## src/rtl/sha3_miner_csr_pkg.sv

```systemverilog
// Shared constants for the SHA3 miner CSR block: word offsets of the
// Avalon register map and irq_ctrl bit positions.
package sha3_miner_pkg;

  localparam int NUM_WORDS = 8;

  localparam int HDR_BASE  = 'h00;
  localparam int DIFF_BASE = 'h08;
  localparam int NONCE_LO  = 'h10;
  localparam int NONCE_HI  = 'h11;
  localparam int CTRL      = 'h12;
  localparam int SOL_LO    = 'h13;
  localparam int SOL_HI    = 'h14;
  localparam int STATUS    = 'h15;
  localparam int IRQ_CTRL  = 'h16;
  localparam int CNT_LO    = 'h17;
  localparam int CNT_HI    = 'h18;

  localparam int IRQ_EN_BIT  = 0;
  localparam int IRQ_CLR_BIT = 1;

endpackage

```

## src/rtl/sha3_miner_csr_if.sv

```systemverilog
// Avalon-MM slave bus seen by the CSR block (fixed read latency 1, no waitrequest).
interface sha3_miner_csr_if #(
  parameter int ADDR_W = 5
);
  logic [ADDR_W-1:0] address;
  logic              write;
  logic [31:0]       writedata;
  logic              read;
  logic [31:0]       readdata;

  modport master (output address, write, writedata, read, input readdata);
  modport slave  (input address, write, writedata, read, output readdata);
endinterface

```

## src/rtl/sha3_miner_csr_snap64_reader.sv

```systemverilog
// Presents a 64-bit source as two 32-bit words; reading the lo word freezes
// the hi word so the pair is a coherent sample.
module snap64_reader (
  input  logic        clk,
  input  logic        rst_n,
  input  logic [63:0] src,
  input  logic        lo_rd,
  output logic [31:0] lo,
  output logic [31:0] hi_snap
);

  logic [31:0] hi_snap_reg;

  always_ff @(posedge clk) begin
    if (!rst_n) begin
      hi_snap_reg <= '0;
    end else if (lo_rd) begin
      hi_snap_reg <= src[63:32];
    end
  end

  assign lo      = src[31:0];
  assign hi_snap = hi_snap_reg;

endmodule

```

## src/rtl/sha3_miner_csr.sv

```systemverilog
// Avalon-MM register bank in front of the SHA3-256 mining engine: engine
// inputs, captured results, sticky interrupt and elapsed-run counter.
module sha3_miner_csr
  import sha3_miner_pkg::*;
#(
  parameter int ADDR_W = 5,
  parameter int CTRL_W = 18,
  parameter int CNT_W  = 64
) (
  input  logic              clk,
  input  logic              rst_n,
  sha3_miner_csr_if.slave   avs,
  output logic [255:0]      header,
  output logic [255:0]      difficulty,
  output logic [63:0]       start_nonce,
  output logic [CTRL_W-1:0] control,
  input  logic [63:0]       solution,
  input  logic [2:0]        status,
  input  logic              miner_irq,
  output logic              irq
);

  logic [63:0]       nonce_reg;
  logic [CTRL_W-1:0] control_reg;
  logic              irq_pending_reg;
  logic              irq_enable_reg;
  logic              irq_reg;
  logic              miner_irq_d_reg;
  logic [CNT_W-1:0]  cnt_reg;
  logic [31:0]       readdata_reg;
  logic [31:0]       readdata_next;

  logic        inputs_wr_ok;
  logic        ctrl_wr;
  logic        irq_ctrl_wr;
  logic        irq_rise;
  logic        run_start;
  logic [31:0] sol_lo, sol_hi_snap, cnt_lo, cnt_hi_snap;

  // Engine inputs are frozen while a run is in progress.
  assign inputs_wr_ok = avs.write & ~control_reg[0];
  assign ctrl_wr      = avs.write && (avs.address == ADDR_W'(CTRL));
  assign irq_ctrl_wr  = avs.write && (avs.address == ADDR_W'(IRQ_CTRL));
  assign irq_rise     = miner_irq & ~miner_irq_d_reg;
  assign run_start    = ctrl_wr & avs.writedata[0] & ~control_reg[0];

  generate
    for (genvar gi = 0; gi < NUM_WORDS; gi++) begin : g_words
      logic [31:0] hdr_word_reg;
      logic [31:0] diff_word_reg;

      always_ff @(posedge clk) begin
        if (!rst_n) begin
          hdr_word_reg  <= '0;
          diff_word_reg <= '0;
        end else begin
          if (inputs_wr_ok && avs.address == ADDR_W'(HDR_BASE + gi))
            hdr_word_reg <= avs.writedata;
          if (inputs_wr_ok && avs.address == ADDR_W'(DIFF_BASE + gi))
            diff_word_reg <= avs.writedata;
        end
      end

      assign header[32*gi +: 32]     = hdr_word_reg;
      assign difficulty[32*gi +: 32] = diff_word_reg;
    end
  endgenerate

  always_ff @(posedge clk) begin
    if (!rst_n) begin
      nonce_reg       <= '0;
      control_reg     <= '0;
      irq_pending_reg <= 1'b0;
      irq_enable_reg  <= 1'b0;
      irq_reg         <= 1'b0;
      miner_irq_d_reg <= 1'b0;
      cnt_reg         <= '0;
      readdata_reg    <= '0;
    end else begin
      if (inputs_wr_ok && avs.address == ADDR_W'(NONCE_LO)) nonce_reg[31:0]  <= avs.writedata;
      if (inputs_wr_ok && avs.address == ADDR_W'(NONCE_HI)) nonce_reg[63:32] <= avs.writedata;
      if (ctrl_wr)     control_reg    <= avs.writedata[CTRL_W-1:0];
      if (irq_ctrl_wr) irq_enable_reg <= avs.writedata[IRQ_EN_BIT];

      // A fresh engine edge beats a simultaneous software clear.
      miner_irq_d_reg <= miner_irq;
      if (irq_rise)
        irq_pending_reg <= 1'b1;
      else if (irq_ctrl_wr && avs.writedata[IRQ_CLR_BIT])
        irq_pending_reg <= 1'b0;
      irq_reg <= irq_pending_reg & irq_enable_reg;

      if (run_start)
        cnt_reg <= '0;
      else if (status[1] && !miner_irq && cnt_reg != '1)
        cnt_reg <= cnt_reg + CNT_W'(1);

      if (avs.read) readdata_reg <= readdata_next;
    end
  end

  snap64_reader u_sol_snap (
    .clk     (clk),
    .rst_n   (rst_n),
    .src     (solution),
    .lo_rd   (avs.read && avs.address == ADDR_W'(SOL_LO)),
    .lo      (sol_lo),
    .hi_snap (sol_hi_snap)
  );

  snap64_reader u_cnt_snap (
    .clk     (clk),
    .rst_n   (rst_n),
    .src     (64'(cnt_reg)),
    .lo_rd   (avs.read && avs.address == ADDR_W'(CNT_LO)),
    .lo      (cnt_lo),
    .hi_snap (cnt_hi_snap)
  );

  always_comb begin
    readdata_next = '0;
    if (avs.address < ADDR_W'(DIFF_BASE)) begin
      readdata_next = header[{avs.address[2:0], 5'd0} +: 32];
    end else if (avs.address < ADDR_W'(NONCE_LO)) begin
      readdata_next = difficulty[{avs.address[2:0], 5'd0} +: 32];
    end else begin
      case (avs.address)
        ADDR_W'(NONCE_LO): readdata_next = nonce_reg[31:0];
        ADDR_W'(NONCE_HI): readdata_next = nonce_reg[63:32];
        ADDR_W'(CTRL):     readdata_next = 32'(control_reg);
        ADDR_W'(SOL_LO):   readdata_next = sol_lo;
        ADDR_W'(SOL_HI):   readdata_next = sol_hi_snap;
        ADDR_W'(STATUS):   readdata_next = {27'b0, irq_pending_reg, irq_enable_reg, status};
        ADDR_W'(IRQ_CTRL): readdata_next = {31'b0, irq_enable_reg};
        ADDR_W'(CNT_LO):   readdata_next = cnt_lo;
        ADDR_W'(CNT_HI):   readdata_next = cnt_hi_snap;
        default:           readdata_next = '0;
      endcase
    end
  end

  assign avs.readdata = readdata_reg;
  assign start_nonce  = nonce_reg;
  assign control      = control_reg;
  assign irq          = irq_reg;

endmodule

```

## src/flat_wrapper.sv

```systemverilog
// flat-port wrapper written by rule: the top's interface ports become plain ports
module sha3_miner_csr_flat import sha3_miner_pkg::*;
#(
  parameter int ADDR_W = 5,
  parameter int CTRL_W = 18,
  parameter int CNT_W  = 64
)
  (clk, rst_n, header, difficulty, start_nonce, control, solution, status, miner_irq, irq, avs_address, avs_write, avs_writedata, avs_read, avs_readdata);
  sha3_miner_csr_if #(.ADDR_W(ADDR_W)) avs_i ();
  input  logic clk;
  input  logic rst_n;
  output logic [255:0] header;
  output logic [255:0] difficulty;
  output logic [63:0] start_nonce;
  output logic [CTRL_W-1:0] control;
  input  logic [63:0] solution;
  input  logic [2:0] status;
  input  logic miner_irq;
  output logic irq;
  input wire logic [$bits(avs_i.address)-1:0] avs_address;
  input wire logic [$bits(avs_i.write)-1:0] avs_write;
  input wire logic [$bits(avs_i.writedata)-1:0] avs_writedata;
  input wire logic [$bits(avs_i.read)-1:0] avs_read;
  output wire logic [$bits(avs_i.readdata)-1:0] avs_readdata;
  assign avs_i.address = avs_address;
  assign avs_i.write = avs_write;
  assign avs_i.writedata = avs_writedata;
  assign avs_i.read = avs_read;
  assign avs_readdata = avs_i.readdata;
  sha3_miner_csr #(.ADDR_W(ADDR_W), .CTRL_W(CTRL_W), .CNT_W(CNT_W)) u_core (.clk(clk), .rst_n(rst_n), .avs(avs_i), .header(header), .difficulty(difficulty), .start_nonce(start_nonce), .control(control), .solution(solution), .status(status), .miner_irq(miner_irq), .irq(irq));
endmodule
```

## config.mk

```make
export PLATFORM = sky130hd
export DESIGN_NAME = sha3_miner_csr_flat
export DESIGN_NICKNAME = d
export VERILOG_FILES = /design/src/rtl/sha3_miner_csr_pkg.sv /design/src/rtl/sha3_miner_csr_if.sv /design/src/rtl/sha3_miner_csr_snap64_reader.sv /design/src/rtl/sha3_miner_csr.sv /design/src/flat_wrapper.sv
export SDC_FILE = /design/constraint.sdc
export NUM_CORES = 2
export LEC_CHECK = 0
export CAP_MARGIN = 30
export CORE_AREA = 2 2 290 292
export DETAILED_ROUTE_END_ITERATION = 6
export DIE_AREA = 0 0 292 294
export GPL_TIMING_DRIVEN = 0
export PLACE_DENSITY = 0.67
export SYNTH_ARGS = -nofsm -noshare
export SYNTH_HDL_FRONTEND = slang
export SYNTH_SLANG_ARGS = --single-unit
```

## constraint.sdc

```tcl
create_clock -name clk -period 2.7 [get_ports clk]
set_clock_uncertainty 0.2 [all_clocks]
set_input_delay 0.405 -clock clk [delete_from_list [all_inputs] [get_ports clk]]
set_output_delay 0.405 -clock clk [all_outputs]
set_load 0.05 [all_outputs]
```

==> results.json <==
{
  "finalSetupViolCount": 13,
  "grt_pass1_wl_mm": 245,
  "design.die.area_sq_um": 85800,
  "drv_cap": 0,
  "placed_cells": 5718,
  "routed-wl-met3_mm": 21.9,
  "ys_top_cells_by_count": "nand2_1 (1349), dfxtp_1 (758), a21boi_0 (626)",
  "yosysTopAreaCell": "dfxtp_1",
  "portBuffers": 703,
  "fin_util": 0.563,
  "synth_compound_area_frac": 0.199,
  "fp.dieH_um": 294,
  "hold_start": "avs_writedata[22]",
  "r2r-start": "u_core.cnt_reg[24]",
  "netlist_instances": 3919,
  "num_rows": 106,
  "grt_use_total": 0.400,
  "required_ns": 3.07,
  "synthSimpleGateAreaFrac": 0.195,
  "viasPerCell": 5.91,
  "ys_seq_elements": 758,
  "grt.overflow.total": 0,
  "dp_slack_ns": -1.90,
  "syn_area_sq_um": 34300,
  "layout.cells.non_filler": 5889,
  "yosysTopAreaCellShare": 0.443,
  "grt_max_degree": 13,
  "start_util": 0.414,
  "wl_per_cell_um": 30.4,
  "max_slew.worst_pin.slew_ns": 1.01,
  "top_layer": "met5",
  "clock_path_buffers": 3,
  "ys_warn_count": 0,
  "relSlewSlack": 0.322,
  "drc": 0,
  "clk_pin_slew_worst_paths_ns": 0.06,
  "worstSetupEndpointType": "flip-flop",
  "ir_drop_mv": 0.435,
  "tns_ns": -0.121,
  "powerDensity_nw_per_um2": 546,
  "wl_met2_mm": 81.2,
  "fin_crit_sh": 1.02,
  "place_area_sq_um": 42900,
  "clock.fmax_mhz": 364,
  "outcome": "complete, but fails checks",
  "drt_first_pass_iters": 6,
  "core_area_sq_um": 82900,
  "async_flop_share": 0,
  "yosys-top-cells-area": "dfxtp_1 (44%), nand2_1 (15%), a21boi_0 (14%)",
  "synth_top_family_by_area": "compound AO/OA/AOI/OAI gates",
  "synthAdderAreaFrac": 0.000365,
  "leakagePower_nw": 15.3,
  "fin_area_sq_um": 46600,
  "synth.most_common_cell": "nand2_1",
  "drive_gt1_frac": 0.119,
  "place_hpwl_mm": 142,
  "start_kind": "flip-flop",
  "area_growth_syn_to_layout_pct": 36.0,
  "totalWireLength_mm": 179,
  "cp.arrival_ns": 3.12,
  "synth_ff_type": "dfxtp_1",
  "final_net_count": 4853,
  "antenna_left": 0,
  "synth_xor_area_frac": 0.00894,
  "numCtsBuffers": 85,
  "ys_types": 67,
  "grt_pass1_vias": 32494,
  "criticalPathCategory": "flip-flop to flip-flop",
  "clk_latency_ns": 0.68,
  "gp_congestion": 1.01,
  "rsz0062_at_grt": "true",
  "antenna_found_initial": 8,
  "synth_edf_count": 0,
  "avgSynthCellArea_sq_um": 8.75,
  "hold_viol": 0,
  "crit_path_max_fanout": 4,
  "final_max_slew_viol_count": 0,
  "cts_tree": "built",
  "synth_mux_area_frac": 0.111,
  "crit_path_start": "u_core.cnt_reg[24]",
  "ios": 736,
  "die_x_um": 292,
  "hp-class": "primary input to flip-flop",
  "worst_slack_ns": -0.0460,
  "violations": "setup timing",
  "ys_seq_area_frac": 0.443,
  "fin_crit_ns": 2.75,
  "clock-root-buffer": "clkbuf_16",
  "cts_sinks": 758,
  "via_count": 34831,
  "first_iter_violations": 4212,
  "met1Wirelength_mm": 64.4,
  "h-tree-depth": 3,
  "synth_fp_nets": 4029
}
[worst paths after layout]
kind	to	slack [ns]	cells after the start
worst max-delay path	u_core.cnt_reg[61]	-0.05	7
worst min-delay path	u_core.g_words[6].hdr_word_reg[22]	0.03	3
worst max register to register	u_core.cnt_reg[61]	-0.05	7
worst min register to register	u_core.u_cnt_snap.hi_snap[12]	0.27	2
[critical path, stage by stage (launching register included)]
cell       delay (ns)
dfxtp_4          0.37
and4_1           0.20
buf_6            0.11
nand4_1          0.20
or4_4            0.61
a2111oi_4        0.39
or4b_1           0.48
a21oi_1          0.13
[logic make-up after synthesis]
group	Yosys count
and+or+nand+nor	1623
muxes	220
adders and majority gates	1
buffers and inverters	377
AOI/OAI and AO/OA	905
DFF	758
xor gates and xnor gates	35
[cell usage in the layout, fill, tap and decap left out, drive strengths merged, types with 22 or more instances in the layout]
| cell | n |
|---|---|
| nor2 | 70 |
| a22oi | 35 |
| a21oi | 47 |
| nor2b | 29 |
| dfxtp | 758 |
| nand3 | 37 |
| mux2i | 84 |
| or4 | 22 |
| buf | 75 |
| a21boi | 640 |
| clkdlybuf4s50 | 697 |
| nand2 | 1351 |
| mux4 | 128 |
| clkbuf | 448 |
| o21ai | 28 |
[layout make-up]
class,instances,area [sq um]
fillers,7611,36300
multi-input cells,2784,18100
flip-flops and latches,758,15200
repair buffers,743,7460
clock buffers,124,2500
plain buffers,365,1670
well taps,1080,1350
clock inverters,24,264
inverters,6,22.5
diodes,5,12.5
[metal layers]
layer	GRT usage	vias to the layer above
li1	-	15100
met1	0.478	16941
met2	0.643	2253
met3	0.127	535
met4	0.214	2
met5	0	-
[stage by stage]
stage | hold WS [ns] | power, mW
floorplan | 0.241 | 12.8
detailed placement | 0.259 | 13.8
finish | 0.0299 | 25.4
global placement | 0.251 | 13.8
global route | 0.0581 | 25.9
CTS | 0.0109 | 25.3
[report_power, final]
group	switching (mW)	total, mW	internal (mW)	leakage [nW]
combinational	1.56	2.30	0.737	7.80
clock	5.06	11.8	6.70	1.37
sequential	0.105	11.4	11.3	6.13
[what timing repair did]
| item | in CTS | in global routing |
|---|---|---|
| buffers inserted | 3 | 17 |
| setup endpoints to repair | 619 | 622 |
| cloned | 1 | 0 |
| hold buffers | 2 | 0 |
| gates resized for setup | 179 | 187 |
| pin swaps | 4 | 10 |
| hold endpoints to repair | 11 | 0 |
No activity file was read; power rests on OpenSTA's default activity.
